==> src/rtl/sevseg_scan_if.sv <==
// Display-side bundle for the stopwatch seven-segment scanner: time fields and
// mode controls in, active-low segment/anode/decimal-point drive out.
interface sevseg_scan_if;
    logic [5:0] minutes;
    logic [5:0] seconds;
    logic       adjust;
    logic       selection;
    logic [0:6] seg;
    logic [3:0] an;
    logic       dp;

    modport master (
        output minutes,
        output seconds,
        output adjust,
        output selection,
        input  seg,
        input  an,
        input  dp
    );

    modport slave (
        input  minutes,
        input  seconds,
        input  adjust,
        input  selection,
        output seg,
        output an,
        output dp
    );
endinterface

==> src/rtl/sevseg_scan.sv <==
// Four-digit multiplexed common-anode driver: snapshots mm:ss once per frame,
// converts to BCD and scans one digit per SCAN_DIV cycles, blinking a field in adjust mode.
module sevseg_scan #(
    parameter int SCAN_DIV  = 100000,
    parameter int BLINK_DIV = 25000000
) (
    input  logic         clk,
    input  logic         rst_n,
    sevseg_scan_if.slave disp
);

    localparam int SCAN_W  = (SCAN_DIV  > 1) ? $clog2(SCAN_DIV)  : 1;
    localparam int BLINK_W = (BLINK_DIV > 1) ? $clog2(BLINK_DIV) : 1;
    localparam logic [SCAN_W-1:0]  SCAN_LAST  = SCAN_W'(SCAN_DIV - 1);
    localparam logic [BLINK_W-1:0] BLINK_LAST = BLINK_W'(BLINK_DIV - 1);

    localparam logic [0:6] SEG_DASH  = 7'b1111110;
    localparam logic [0:6] SEG_BLANK = 7'b1111111;

    function automatic logic [7:0] bin_to_bcd(input logic [5:0] v);
        logic [5:0] rem;
        logic [3:0] tens;
        rem  = v;
        tens = '0;
        for (int i = 0; i < 6; i++) begin
            if (rem >= 6'd10) begin
                rem  = rem - 6'd10;
                tens = tens + 4'd1;
            end
        end
        return {tens, 4'(rem)};
    endfunction

    function automatic logic [0:6] seg_decode(input logic [3:0] d);
        logic [0:6] s;
        case (d)
            4'd0:    s = 7'b0000001;
            4'd1:    s = 7'b1001111;
            4'd2:    s = 7'b0010010;
            4'd3:    s = 7'b0000110;
            4'd4:    s = 7'b1001100;
            4'd5:    s = 7'b0100100;
            4'd6:    s = 7'b0100000;
            4'd7:    s = 7'b0001111;
            4'd8:    s = 7'b0000000;
            4'd9:    s = 7'b0000100;
            default: s = SEG_DASH;
        endcase
        return s;
    endfunction

    logic [SCAN_W-1:0]  scan_cnt_q, scan_cnt_d;
    logic [1:0]         idx_q, idx_d;
    logic [BLINK_W-1:0] blink_cnt_q, blink_cnt_d;
    logic               blink_ph_q, blink_ph_d;
    logic [5:0]         min_q, min_d;
    logic [5:0]         sec_q, sec_d;
    logic [3:0]         an_q, an_d;
    logic [0:6]         seg_q, seg_d;
    logic               dp_q, dp_d;

    logic               scan_tick;
    logic               frame_wrap;
    logic [7:0]         min_bcd, sec_bcd;
    logic [3:0]         digit;
    logic               field_bad;
    logic               blank;

    always_comb begin
        scan_tick  = (scan_cnt_q == SCAN_LAST);
        frame_wrap = scan_tick && (idx_q == 2'd3);
        scan_cnt_d = scan_tick ? '0 : scan_cnt_q + SCAN_W'(1);
        idx_d      = scan_tick ? idx_q + 2'd1 : idx_q;
        // Capture only at frame wrap so all four digits come from one sample.
        min_d      = frame_wrap ? disp.minutes : min_q;
        sec_d      = frame_wrap ? disp.seconds : sec_q;
    end

    always_comb begin
        blink_cnt_d = '0;
        blink_ph_d  = 1'b0;
        if (disp.adjust) begin
            if (blink_cnt_q == BLINK_LAST) begin
                blink_cnt_d = '0;
                blink_ph_d  = ~blink_ph_q;
            end else begin
                blink_cnt_d = blink_cnt_q + BLINK_W'(1);
                blink_ph_d  = blink_ph_q;
            end
        end
    end

    always_comb begin
        min_bcd = bin_to_bcd(min_q);
        sec_bcd = bin_to_bcd(sec_q);
        digit   = '0;
        case (idx_q)
            2'd0: digit = sec_bcd[3:0];
            2'd1: digit = sec_bcd[7:4];
            2'd2: digit = min_bcd[3:0];
            2'd3: digit = min_bcd[7:4];
            default: digit = '0;
        endcase
        // idx[1] distinguishes the minutes pair (2,3) from the seconds pair (0,1).
        field_bad = idx_q[1] ? (min_q >= 6'd60) : (sec_q >= 6'd60);
        blank     = disp.adjust && blink_ph_q &&
                    (disp.selection ? ~idx_q[1] : idx_q[1]);

        an_d  = blank ? 4'b1111 : ~(4'b0001 << idx_q);
        seg_d = blank ? SEG_BLANK : (field_bad ? SEG_DASH : seg_decode(digit));
        dp_d  = blank ? 1'b1 : (idx_q != 2'd2);
    end

    always_ff @(posedge clk or negedge rst_n) begin
        if (!rst_n) begin
            scan_cnt_q  <= '0;
            idx_q       <= '0;
            blink_cnt_q <= '0;
            blink_ph_q  <= 1'b0;
            min_q       <= '0;
            sec_q       <= '0;
            an_q        <= 4'b1111;
            seg_q       <= SEG_BLANK;
            dp_q        <= 1'b1;
        end else begin
            scan_cnt_q  <= scan_cnt_d;
            idx_q       <= idx_d;
            blink_cnt_q <= blink_cnt_d;
            blink_ph_q  <= blink_ph_d;
            min_q       <= min_d;
            sec_q       <= sec_d;
            an_q        <= an_d;
            seg_q       <= seg_d;
            dp_q        <= dp_d;
        end
    end

    assign disp.an  = an_q;
    assign disp.seg = seg_q;
    assign disp.dp  = dp_q;

endmodule

==> src/flat_wrapper.sv <==
// flat-port wrapper written by rule: the top's interface ports become plain ports
module sevseg_scan_flat 
#(
    parameter int SCAN_DIV  = 100000,
    parameter int BLINK_DIV = 25000000
)
  (clk, rst_n, disp_minutes, disp_seconds, disp_adjust, disp_selection, disp_seg, disp_an, disp_dp);
  sevseg_scan_if disp_i ();
  input  logic clk;
  input  logic rst_n;
  input wire logic [$bits(disp_i.minutes)-1:0] disp_minutes;
  input wire logic [$bits(disp_i.seconds)-1:0] disp_seconds;
  input wire logic [$bits(disp_i.adjust)-1:0] disp_adjust;
  input wire logic [$bits(disp_i.selection)-1:0] disp_selection;
  output wire logic [$bits(disp_i.seg)-1:0] disp_seg;
  output wire logic [$bits(disp_i.an)-1:0] disp_an;
  output wire logic [$bits(disp_i.dp)-1:0] disp_dp;
  assign disp_i.minutes = disp_minutes;
  assign disp_i.seconds = disp_seconds;
  assign disp_i.adjust = disp_adjust;
  assign disp_i.selection = disp_selection;
  assign disp_seg = disp_i.seg;
  assign disp_an = disp_i.an;
  assign disp_dp = disp_i.dp;
  sevseg_scan #(.SCAN_DIV(SCAN_DIV), .BLINK_DIV(BLINK_DIV)) u_core (.clk(clk), .rst_n(rst_n), .disp(disp_i));
endmodule
==> config.mk <==
export PLATFORM = sky130hd
export DESIGN_NAME = sevseg_scan_flat
export DESIGN_NICKNAME = d
export VERILOG_FILES = /design/src/rtl/sevseg_scan_if.sv /design/src/rtl/sevseg_scan.sv /design/src/flat_wrapper.sv
export SDC_FILE = /design/constraint.sdc
export NUM_CORES = 1
export LEC_CHECK = 0
export BUFFER_PORTS_ARGS = -buffer_cell sky130_fd_sc_hd__buf_2
export CELL_PAD_IN_SITES_DETAIL_PLACEMENT = 1
export CELL_PAD_IN_SITES_GLOBAL_PLACEMENT = 2
export CORE_MARGIN = 2
export CORE_UTILIZATION = 41
export CTS_BUF_LIST = sky130_fd_sc_hd__clkbuf_8
export DETAILED_ROUTE_END_ITERATION = 8
export HOLD_SLACK_MARGIN = 0.06
export PLACE_DENSITY = 0.89
export SETUP_SLACK_MARGIN = 0.5
export SLEW_MARGIN = 20
export SYNTH_ARGS = -nofsm -noshare
export SYNTH_HDL_FRONTEND = slang
export SYNTH_SLANG_ARGS = --single-unit
==> constraint.sdc <==
create_clock -name clk -period 9.5 [get_ports clk]
set_input_delay 1.425 -clock clk [delete_from_list [all_inputs] [get_ports clk]]
set_output_delay 1.425 -clock clk [all_outputs]
set_load 0.01 [all_outputs]
==> results list <==
- The tightest hold path in the finished design has a slack of ~0.49 ns.
- In the final layout, flip-flops and latches occupy around 1700 µm².
- Max Clock Freq: 116 MHz
- Core ar.: between 15,000 and 20,000 µm²
- From synthesis to final layout, the design area changed by 13.6%.
- Count of yosys warnings during synthesis: 0
- In this run the power density over the cells is roughly 250 nW/µm².
- For this run, the share of the core covered by cells in the final layout is a little under half.
* Number of global-route vias before repair: approximately 6,100
- Routability congestion estimate from global placement: between 0.8 and 0.9
- Ranked by total cell area, the synthesized netlist is headed by sky130_fd_sc_hd__dfrtp_1 (22%), sky130_fd_sc_hd__ha_1 (7.3%), sky130_fd_sc_hd__xnor2_1 (4.7%).
* Worst-case register-to-register setup slack: roughly 0.9 ns
- Across the VDD grid, the largest voltage drop is between 0.2 and 0.25 mV.
- For the pin with the worst max-slew slack, the measured transition is roughly 0.9 ns.
* Predominant post-synthesis flop cell: sky130_fd_sc_hd__dfrtp_1
* Category of the worst setup path capture point: flip-flop
* IO buf count: 27
* Synthesized netlist net count: ~800
- Area after DPL: between 6000 and 7000 µm²
- The number of antenna diodes in the final layout is 0.
- In this run the most used layer during global routing was met2.
* Maximum number of pins on one net before global-route repair: just under 70
* Max-capacitance violation count: 0
- Global routing consumed, over all layers together, between 20 and 25% of the routing resources.
- Counting flops with an async set or reset pin after synthesis yields a share of 100%.
- Status: completed
- Final Power: ~1.9 mW
* Sequential-to-total area share from yosys stat: between 20% and 30%
- Max stage delay on crit path: 0.49 ns
- After synthesis the netlist holds a flip-flop and latch count of between 60 and 70.
* Placed Cells incl. Taps: between 900 and 1,000
* Number of antenna violations at the first check in global routing: 0
- Cells with a size suffix above 1 make up 23.8% of the layout.
- Placement Setup Slack: -0.0179 ns
- Total Wirelength: between 15,000 and 20,000 µm
* Class of the most critical hold timing path: reg -> reg
- Remaining Overflow, GRT: 0
- The final count of pins violating max slew was 0.
- Summed over all failing endpoints, the final setup total negative slack is 0 ns.
- Final net count: between 800 and 900
* Number of buffers added by the clock tree synthesis step: 9
- After layout, the worst setup slack is 0.913 ns.
- Tmin final: about 8.6 ns
- Number of I/O pins: 28
- The H-tree was split into 3 levels.
- RR Startpoint: u_core.min_q[1]
* Via count of the routed design: about 5,800
- Along the worst hold path, the cell count comes to 1.
* Setup repair after global routing missed its margin: false
- Setup violations remaining at the end of the flow were counted as 0.
- The cell sitting at the root of the clock tree is a sky130_fd_sc_hd__clkbuf_8.
- Maximum fanout along the worst path: 9
- Measured in cells, the most critical reg-to-reg path has a length of 43.
* Worst endpoint data arrival time: 8.88 ns
* Critical Path Source Type: flip-flop
* Met1 usage: approximately 27%
- After routing the design area is between 7000 and 8000 µm².
* Top cells by instance count after synthesis: sky130_fd_sc_hd__nand2_1 (81), sky130_fd_sc_hd__nor2_1 (65), sky130_fd_sc_hd__dfrtp_1 (57)
- Summed over all instances, the cell type with the most area after synthesis is sky130_fd_sc_hd__dfrtp_1.
* Core Rows: 46
- DRC violation count after routing: 0
- After detailed routing, the number of vias per cell comes to 5.74.
- Worst-Skew Late Latency: 0.37 ns
- TritonCTS built the clock tree.
- For the worst setup path, the data required time is just under 10 ns.
- Layout fillers: between 1,500 and 2,000
- Number of enable flip-flop cells after synthesis: 0
* Fraction of post-synthesis cell area in the top cell type by area: 21.8%
- Setup skew after layout: approximately 0.017 ns
- Setup CP Type: reg -> reg
- Worst Hold Launch: u_core.scan_cnt_q[0]
- The count of nets left with antenna violations once routing finished came out at 0.
- The slowest stage of the critical path is the sky130_fd_sc_hd__dfrtp_2 cell.
* Capture instance of the worst register-to-register path: u_core.disp.seg[3]
- Max-slew headroom at the worst pin: 41.2%
- Routed wire per std cell: approximately 18 µm
- Among all cell types in the netlist, the one instantiated most often is sky130_fd_sc_hd__nand2_1.
* Starting DRT DRC Count: between 200 and 300
- Cell count after synthesis: roughly 750
* First-pass DRT Iterations: 4
- After clock tree synthesis, the clock-pin slew on the worst setup and hold paths is around 0.090 ns.
- Synth unique cells: around 110
- Non-filler instance count after layout: roughly 1,000
- Crit path top cell by count: sky130_fd_sc_hd__ha_1
- Overall die height: between 100 and 150 µm
* Initial standard-cell utilization of the core: between 40% and 50%
- The clock net in this run drives a total of slightly below 70 sinks.
- The path with the worst hold slack has its endpoint at u_core.scan_cnt_q[0].
- Synthesized area divided by synthesized cell count: just under 9 µm²
* Met3 track utilization from global routing: 3.38%
- Share of the cycle needed by the critical path after routing: between 90% and 100%
- Maximum clock path buffer count: 2
* Area of the die: approximately 17,000 µm²
- Met2 Track Usage GR: a little under two fifths
- Cell area after synthesis: ~6600 µm²
* Post-DP HPWL: around 13,000 µm
* Die X: 130 µm
* Area of the multi-input gates: 4740 µm²
- The number of hold violations in the final report came to 0.
- The first global-routing pass estimated 29,400 µm of wire.
* Static leakage power: roughly 3.1 nW
worst max-delay path, delay by kind of cell, from the launching register on:
kind,cells,cell delay (ns)
muxes,2,0.60
xor gates and xnor gates,3,0.57
AOI/OAI and AO/OA,12,2.68
and+or+nand+nor,14,2.27
DFF,1,0.49
buffers and inverters,5,0.37
adders and majority gates,7,1.51
layout make-up:
type / count / area share, %
Multi-Input combinational cell: 621 / 63.6
Sequential cell: 68 / 23.1
Timing Repair Buffer: 57 / 4.84
Tap cell: 216 / 3.63
Inverter: 37 / 1.86
Clock buffer: 10 / 1.85
Clock inverter: 6 / 1.18
per-layer routing:
layer	routed length, µm	part of all wire, %
met1	8110	45
met2	9030	50
met3	525	2.9
met4	509	2.8
met5	0	0
where the power goes:
group | internal, mW | switching (mW)
logic | 0.538 | 0.693
registers | 0.326 | 0.0147
clock network | 0.154 | 0.128
registers in the layout, summed over array words and instances, names as in the netlist:
| signal | cells |
|---|---|
| u_core.blink_cnt_q | 25 |
| u_core.scan_cnt_q | 17 |
| u_core.disp.seg | 7 |
| u_core.min_q | 6 |
| u_core.sec_q | 6 |
| u_core.disp.an | 3 |
| u_core.idx_q | 2 |
| u_core.blink_ph_q | 1 |
| u_core.disp.dp | 1 |
cell usage in the layout, fill, tap and decap left out, types with 6 or more instances in the layout:
| cell type | Yosys | layout |
|---|---|---|
| sky130_fd_sc_hd__nand2_1 | 81 | 80 |
| sky130_fd_sc_hd__nor2_1 | 65 | 62 |
| sky130_fd_sc_hd__dfrtp_1 | 57 | 54 |
| sky130_fd_sc_hd__ha_1 | 38 | 37 |
| sky130_fd_sc_hd__inv_1 | 35 | 34 |
| sky130_fd_sc_hd__o21ai_0 | 33 | 31 |
| sky130_fd_sc_hd__xnor2_1 | 35 | 31 |
| sky130_fd_sc_hd__nand3_1 | 31 | 30 |
| sky130_fd_sc_hd__buf_4 | 3 | 30 |
| sky130_fd_sc_hd__a21oi_1 | 29 | 28 |
| sky130_fd_sc_hd__buf_2 | 8 | 27 |
| sky130_fd_sc_hd__xor2_1 | 26 | 26 |
| sky130_fd_sc_hd__mux2_2 | 17 | 17 |
| sky130_fd_sc_hd__nor3_1 | 17 | 16 |
| sky130_fd_sc_hd__nand4_1 | 14 | 14 |
| sky130_fd_sc_hd__o21ai_1 | 13 | 13 |
| sky130_fd_sc_hd__and3_1 | 12 | 12 |
| sky130_fd_sc_hd__nor2b_1 | 15 | 12 |
| sky130_fd_sc_hd__dfstp_2 | 11 | 11 |
| sky130_fd_sc_hd__clkbuf_8 | 0 | 10 |
| sky130_fd_sc_hd__o211ai_1 | 8 | 8 |
| sky130_fd_sc_hd__a31oi_1 | 8 | 8 |
| sky130_fd_sc_hd__a211o_1 | 7 | 7 |
| sky130_fd_sc_hd__mux2i_1 | 8 | 6 |
| sky130_fd_sc_hd__a21o_1 | 6 | 6 |
what timing repair did:
item                                    CTS  global route
resized for setup                         8            31
pin swaps                                 3            16
endpoints found under the setup margin    7             7
hold buffers                              0             0
buffers inserted                          6            18
gates cloned                              0             0
endpoints found under the hold margin     0             0
kinds of logic after synthesis:
| family | count (synthesis) | synth area share, % |
|---|---|---|
| xor gates and xnor gates | 65 | 9.51 |
| and+or+nand+nor | 296 | 23.5 |
| DFF | 68 | 26.2 |
| buffers and inverters | 60 | 4.22 |
| AOI/OAI and AO/OA | 193 | 24.4 |
| muxes | 29 | 4.92 |
| adders and majority gates | 38 | 7.25 |
how the worst max path moves through the flow:
stage	from	to	slack [ns]	cells after the start
global route	u_core.min_q[1]	u_core.disp.seg[3]	0.37	45
finish	u_core.min_q[1]	u_core.disp.seg[3]	0.91	43
CTS	u_core.min_q[2]	u_core.disp.seg[3]	0.50	43
floorplan	u_core.min_q[2]	u_core.disp.seg[3]	0.99	45
detailed placement	u_core.min_q[2]	u_core.disp.seg[3]	-0.02	44
global placement	u_core.sec_q[1]	u_core.disp.seg[3]	0.47	40
(Power assumes the default switching activity.)
